File: src/rtl/cpu_pkg.sv
// Shared CPU definitions: default widths, shift funct codes,
// skid-buffer state encoding and the operand entry layout.
package cpu_pkg;

  localparam int CPU_DATA_W  = 32;
  localparam int CPU_SHAMT_W = 5;
  localparam int CPU_REG_W   = 5;
  localparam int CPU_FUNCT_W = 6;
  localparam int CPU_CNT_W   = 16;

  localparam logic [5:0] FUNCT_SLL  = 6'b000000;
  localparam logic [5:0] FUNCT_SLLV = 6'b000100;

  localparam logic [1:0] ST_EMPTY = 2'd0;
  localparam logic [1:0] ST_ONE   = 2'd1;
  localparam logic [1:0] ST_TWO   = 2'd2;

  typedef struct packed {
    logic [CPU_DATA_W-1:0]  data;
    logic [CPU_DATA_W-1:0]  amount;
    logic [CPU_FUNCT_W-1:0] signal;
    logic                   is_shift;
    logic [CPU_REG_W-1:0]   rd_idx;
    logic                   reg_write;
  } entry_t;

endpackage

File: src/rtl/shift_operand_sel.sv
// Shift operand select: picks shamt or full rs as the amount,
// with optional rs/rt override from a forwarding port.
module shift_operand_sel
  import cpu_pkg::*;
#(
  parameter int DATA_W  = CPU_DATA_W,
  parameter int SHAMT_W = CPU_SHAMT_W,
`ifdef SHIFT_FWD_EN
  parameter int REG_W   = CPU_REG_W,
`endif
  parameter int FUNCT_W = CPU_FUNCT_W
) (
  output logic [DATA_W-1:0]  o_amount,
  output logic               o_is_shift,
  output logic [DATA_W-1:0]  o_data,
  input  logic [FUNCT_W-1:0] i_funct,
  input  logic [SHAMT_W-1:0] i_shamt,
  input  logic [DATA_W-1:0]  i_rs_data,
  input  logic [DATA_W-1:0]  i_rt_data
`ifdef SHIFT_FWD_EN
  ,
  input  logic [REG_W-1:0]   i_rs_idx,
  input  logic [REG_W-1:0]   i_rt_idx,
  input  logic               i_fwd_valid,
  input  logic [REG_W-1:0]   i_fwd_idx,
  input  logic [DATA_W-1:0]  i_fwd_data
`endif
);

  logic [DATA_W-1:0] w_rs;
  logic [DATA_W-1:0] w_rt;

`ifdef SHIFT_FWD_EN
  logic w_fwd_ok;
  assign w_fwd_ok = i_fwd_valid && (i_fwd_idx != '0);
  assign w_rs = (w_fwd_ok && i_fwd_idx == i_rs_idx) ? i_fwd_data : i_rs_data;
  assign w_rt = (w_fwd_ok && i_fwd_idx == i_rt_idx) ? i_fwd_data : i_rt_data;
`else
  assign w_rs = i_rs_data;
  assign w_rt = i_rt_data;
`endif

  assign o_data = w_rt;

  // SLLV keeps the full rs value; the shifter zeroes amounts >= width
  always_comb begin
    o_amount   = '0;
    o_is_shift = 1'b0;
    unique case (1'b1)
      (i_funct == FUNCT_SLL): begin
        o_amount   = {{(DATA_W-SHAMT_W){1'b0}}, i_shamt};
        o_is_shift = 1'b1;
      end
      (i_funct == FUNCT_SLLV): begin
        o_amount   = w_rs;
        o_is_shift = 1'b1;
      end
      default: begin
        o_amount   = '0;
        o_is_shift = 1'b0;
      end
    endcase
  end

endmodule

File: src/rtl/shift_operand_stage.sv
// ID->EX shift operand stage with 2-entry skid buffer.
// Define SHIFT_FWD_EN to add the fwd_valid/fwd_idx/fwd_data bypass.
module shift_operand_stage
  import cpu_pkg::*;
#(
  parameter int DATA_W  = CPU_DATA_W,
  parameter int SHAMT_W = CPU_SHAMT_W,
  parameter int REG_W   = CPU_REG_W,
  parameter int FUNCT_W = CPU_FUNCT_W,
  parameter int CNT_W   = CPU_CNT_W
) (
  input  logic               clk,
  input  logic               reset,
  input  logic               flush,
  input  logic               in_valid,
  output logic               in_ready,
  input  logic [FUNCT_W-1:0] in_funct,
  input  logic [SHAMT_W-1:0] in_shamt,
  input  logic [DATA_W-1:0]  in_rs_data,
  input  logic [DATA_W-1:0]  in_rt_data,
  input  logic [REG_W-1:0]   in_rs_idx,
  input  logic [REG_W-1:0]   in_rt_idx,
  input  logic [REG_W-1:0]   in_rd_idx,
  input  logic               in_reg_write,
`ifdef SHIFT_FWD_EN
  input  logic               fwd_valid,
  input  logic [REG_W-1:0]   fwd_idx,
  input  logic [DATA_W-1:0]  fwd_data,
`endif
  output logic               out_valid,
  input  logic               out_ready,
  output logic [DATA_W-1:0]  sh_data,
  output logic [DATA_W-1:0]  sh_amount,
  output logic [FUNCT_W-1:0] sh_signal,
  output logic               sh_is_shift,
  output logic [REG_W-1:0]   out_rd_idx,
  output logic               out_reg_write,
  output logic [CNT_W-1:0]   stall_cnt
);

  logic [1:0]        r_state;
  entry_t            r_main;
  entry_t            r_skid;
  logic [CNT_W-1:0]  r_stall;

  logic [DATA_W-1:0] w_amount;
  logic [DATA_W-1:0] w_data;
  logic              w_is_shift;
  logic              w_accept;
  logic              w_consume;
  entry_t            w_new;

  shift_operand_sel #(
    .DATA_W  (DATA_W),
    .SHAMT_W (SHAMT_W),
`ifdef SHIFT_FWD_EN
    .REG_W   (REG_W),
`endif
    .FUNCT_W (FUNCT_W)
  ) u_sel (
    .o_amount    (w_amount),
    .o_is_shift  (w_is_shift),
    .o_data      (w_data),
    .i_funct     (in_funct),
    .i_shamt     (in_shamt),
    .i_rs_data   (in_rs_data),
    .i_rt_data   (in_rt_data)
`ifdef SHIFT_FWD_EN
    ,
    .i_rs_idx    (in_rs_idx),
    .i_rt_idx    (in_rt_idx),
    .i_fwd_valid (fwd_valid),
    .i_fwd_idx   (fwd_idx),
    .i_fwd_data  (fwd_data)
`endif
  );

`ifndef SHIFT_FWD_EN
  logic w_unused_idx;
  assign w_unused_idx = ^{in_rs_idx, in_rt_idx};
`endif

  assign in_ready  = (r_state != ST_TWO);
  assign out_valid = (r_state != ST_EMPTY);
  assign w_accept  = in_valid && in_ready;
  assign w_consume = out_valid && out_ready;

  assign w_new = '{
    data:      w_data,
    amount:    w_amount,
    signal:    in_funct,
    is_shift:  w_is_shift,
    rd_idx:    in_rd_idx,
    reg_write: in_reg_write
  };

  // flush clears entries but the stall counter survives it
  always_ff @(posedge clk or negedge reset) begin
    if (!reset) begin
      r_state <= ST_EMPTY;
      r_main  <= '0;
      r_skid  <= '0;
      r_stall <= '0;
    end else begin
      if (out_valid && !out_ready && r_stall != '1)
        r_stall <= r_stall + 1'b1;
      if (flush) begin
        r_state <= ST_EMPTY;
        r_main  <= '0;
        r_skid  <= '0;
      end else begin
        case (r_state)
          ST_EMPTY: begin
            if (w_accept) begin
              r_main  <= w_new;
              r_state <= ST_ONE;
            end
          end
          ST_ONE: begin
            if (w_accept && !w_consume) begin
              r_skid  <= w_new;
              r_state <= ST_TWO;
            end else if (w_accept) begin
              r_main  <= w_new;
            end else if (w_consume) begin
              r_state <= ST_EMPTY;
            end
          end
          ST_TWO: begin
            if (w_consume) begin
              r_main  <= r_skid;
              r_state <= ST_ONE;
            end
          end
          default: r_state <= ST_EMPTY;
        endcase
      end
    end
  end

  assign sh_data       = r_main.data;
  assign sh_amount     = r_main.amount;
  assign sh_signal     = r_main.signal;
  assign sh_is_shift   = r_main.is_shift;
  assign out_rd_idx    = r_main.rd_idx;
  assign out_reg_write = r_main.reg_write;
  assign stall_cnt     = r_stall;

endmodule

File: config.mk
export PLATFORM = sky130hd
export DESIGN_NAME = shift_operand_stage
export DESIGN_NICKNAME = d
export VERILOG_FILES = /design/src/rtl/cpu_pkg.sv /design/src/rtl/shift_operand_sel.sv /design/src/rtl/shift_operand_stage.sv
export SDC_FILE = /design/constraint.sdc
export NUM_CORES = 1
export LEC_CHECK = 0
export BUFFER_PORTS_ARGS = -buffer_cell sky130_fd_sc_hd__buf_2
export CAP_MARGIN = 20
export CORE_MARGIN = 5
export CORE_UTILIZATION = 40
export DETAILED_ROUTE_END_ITERATION = 12
export SLEW_MARGIN = 20
export SYNTH_ARGS = -nofsm -noshare
export SYNTH_HDL_FRONTEND = slang
export SYNTH_SLANG_ARGS = --single-unit
File: constraint.sdc
create_clock -name clk -period 2.2 [get_ports clk]
set_input_delay 0.11 -clock clk [delete_from_list [all_inputs] [get_ports clk]]
set_output_delay 0.11 -clock clk [all_outputs]
set_load 0.02 [all_outputs]
==> reports/qor.txt <==
Status = finished clean
Worst Hold Depth = 3
RSZ-0062 raised after global routing = false
Setup ws final = 0.243 ns
Die area = 0.0223 mm²
Total power = 7.63 mW
Starting Density = 40.3%
GRT Total Usage = 19.6%
Synth top area share = 55.4%
Reg-to-reg setup timing slack = 0.34 ns
H-tree depth = 4
DRT iter0 DRCs = 315
Startpoint Class = primary input
Slew margin rel. = 62.0%
Clock latency on the worst-skew pair = 0.43 ns
Number of synthesized flops with an enable pin = 0
Worst r2r src = r_state[1]
Post CTS Setup Buffer Count = 0
FP Rows = 51
Synth cell types = 43
Tightest Pin Transition = 0.570 ns
Vias = 6,675
Worst Hold Class = in2reg
DRC Markers = 0
Maximum vdd drop = 568 µV
Via-per-instance ratio = 5.20
Mapped cell area = 0.00777 mm²
Largest net degree at the start of global routing = 71
Clk sink count = 172
Slew Viols, Final = 0
Vias in the first global route = 6,650
GP Congestion = 0.744
Fin crit share = 89.0%
CP Capture Type = flop
Largest area contributor in the synthesized netlist = dfrtp_1
Worst Reg2Reg Path Length in Cells = 5
WL per Instance = 16.7 µm
Worst path cell trace = dlygate4sd3_1, buf_2, or4_4, nor4b_4, buf_12, a221oi_1, nor3_1
Die X = 149 µm
Initial antenna violation count = 0
Setup TNS = 0 ns
Max Buffers Root-to-Sink = 2
Drt first pass iters = 5
CTS tree = done
Fin crit period = 1.96 ns
CTS clk-pin slew, worst paths = 0.07 ns
Area Growth Syn to Fin = 32.9%
Final net count = 1,103
PwrDens = 739 mW/mm²
Routed wire length = 21.5 mm
Critical Path AT = 2.30 ns
Final Hold Fails = 0
Max cap viols = 0
Dpl ws = 0.321 ns
Clock root cell = clkbuf_16
Worst Setup Path Type = in2reg
Hold Path End = r_skid[8]
Asr flop ratio synth = 100%
Antenna Nets Post-Route = 0
Synth Instances = 777
CTS Buf Count = 17
Avg Cell Area, Syn = 10.0 µm²
Chip Height = 149 µm
Fillers = 1,771
Slowest stage cell, crit path = or4_4
Hold path start = in_funct[1]
# IOs = 191
Layout cells sized above 1 = 28.5%
Synth Warn # = 0
Post-synth net total = 874
Critical Path Max Stage Delay = 0.63 ns
Grt total ovfl = 0
Buffers on Ports = 180
Top cells by area, synth = dfrtp_1 (55%), nand2_1 (9.2%), a311oi_1 (5.0%), nor2_1 (4.0%), a221oi_2 (3.9%)
Leak Pwr = 4.87 nW
Detail Placement HPWL = 13.1 mm
Largest fanout on the critical path = 27
Fmax = 0.511 GHz
Register area share after synthesis = 55.4%
Post-synth top flop = dfrtp_1
Final setup viols = 0
Post-synthesis sequential element count = 172
First-pass GRT wire length = 35.0 mm
Clk_skew = 0.00504 ns
Diodes inserted = 0
Core area = 0.0193 mm²
Data required time of the worst path = 2.54 ns
Worst R2R End = r_skid[44]
cells in the final DEF (no fill, tap or decap), types with 4 or more instances in the layout:
| cell | count |
|---|---|
| a221oi_2 | 20 |
| nor4_1 | 8 |
| nand2_1 | 189 |
| mux2i_1 | 5 |
| nand3_1 | 5 |
| nor2_1 | 81 |
| clkinvlp_4 | 4 |
| a221oi_1 | 7 |
| clkbuf_16 | 17 |
| dfrtp_1 | 172 |
| buf_2 | 178 |
| nand4_1 | 9 |
| buf_4 | 18 |
| buf_12 | 9 |
| dlygate4sd3_1 | 71 |
| nor3_1 | 19 |
| a22o_1 | 26 |
| a21oi_1 | 52 |
| a211oi_1 | 6 |
| xnor2_1 | 9 |
| xor2_1 | 7 |
| a311oi_1 | 44 |
| nor3_2 | 20 |
| nand3b_1 | 5 |
| clkinv_4 | 4 |
synthesized netlist by cell type (4+ instances only):
cell	number
a22o_1	27
dfrtp_1	172
xnor2_1	9
nand2_1	190
nor3_1	19
mux2i_1	5
a311oi_1	44
nand3_1	5
nor3_2	20
nand4_1	9
buf_2	5
a221oi_2	20
a221oi_1	7
buf_1	7
buf_4	4
nor2_1	82
nand3b_1	5
nor4_1	8
a211oi_1	6
clkbuf_1	46
xor2_1	7
a21oi_1	52
timing repair:
action / 4_1_cts / 5_1_grt
endpoints found under the hold margin: 150 / 0
hold buffers: 71 / 0
resized for setup: 0 / 2
endpoints found under the setup margin: 0 / 1
flip-flops by register name, summed over array words and instances, names as in the netlist:
signal / cells
sh_signal: 6
sh_amount: 32
stall_cnt: 16
r_skid: 77
r_state: 2
sh_is_shift: 1
sh_data: 32
out_reg_write: 1
out_rd_idx: 5
critical path: cells and delay by family:
kind / cells / cell delay, ns
AND/OR/NAND/NOR: 3 / 1.13
buffers and inverters: 3 / 0.93
AO/OA/AOI/OAI: 1 / 0.11
per-layer routing:
metal | vias up | wire length (µm) | track usage, %
met1 | 3275 | 9790 | 27.2
met5 | - | 0 | 0
met2 | 161 | 10300 | 31.6
met3 | 25 | 1050 | 4.25
met4 | 0 | 328 | 5.17
li1 | 3214 | - | -
worst max-delay path by stage:
stage | start | endpoint | slack, ns | cells after the start
after floorplan | stall_cnt[0] | stall_cnt[1] | 0.40 | 5
after global placement | r_state[1] | r_skid[33] | 0.35 | 5
after detailed placement | r_state[1] | r_skid[26] | 0.32 | 5
after CTS | r_state[1] | in_ready | 0.002 | 3
after global routing | in_funct[0] | sh_amount[9] | 0.15 | 7
final | in_funct[0] | sh_amount[7] | 0.24 | 7
logic make-up (layout without fill, tap and decap cells):
logic type,Yosys count,after routing,share of synthesized area [%]
buf+inv,68,310,3.95
fa+ha+maj,1,1,0.161
simple gates,353,353,20.8
flops,172,172,55.4
mux,6,6,0.789
xor+xnor,16,16,1.80
compound gates,161,161,17.1
power by group:
part           internal (mW)  leakage, nW  switching (mW)  total, mW
sequential              3.34         2.33           0.135       3.47
combinational          0.489         2.28           0.766       1.26
clock                   1.58        0.265            1.32       2.90
total                   5.41         4.87            2.22       7.63
through the flow:
| step | hold slack (ns) | util (%) | instance area [µm²] | instances |
|---|---|---|---|---|
| global placement | 0.0827 | 46.9 | 9040 | 1181 |
| global route | 0.0915 | 53.6 | 10300 | 1284 |
| CTS | 0.0472 | 53.6 | 10300 | 1284 |
| finish | 0.0613 | 53.6 | 10300 | 1284 |
| detailed placement | 0.0821 | 46.9 | 9040 | 1181 |
| floorplan | -0.186 | - | 7770 | 777 |
cell type report:
| type | instances | area, µm² | area share (%) |
|---|---|---|---|
| repair buffers | 277 | 1930 | 18.7 |
| well taps | 265 | 332 | 3.21 |
| flip-flops and latches | 172 | 4300 | 41.7 |
| clock buffers | 18 | 429 | 4.16 |
| inverters | 1 | 6.26 | 0.0606 |
| multi-input cells | 537 | 3190 | 30.9 |
| clock inverters | 14 | 138 | 1.33 |
Power figures use the tool's default switching activity.
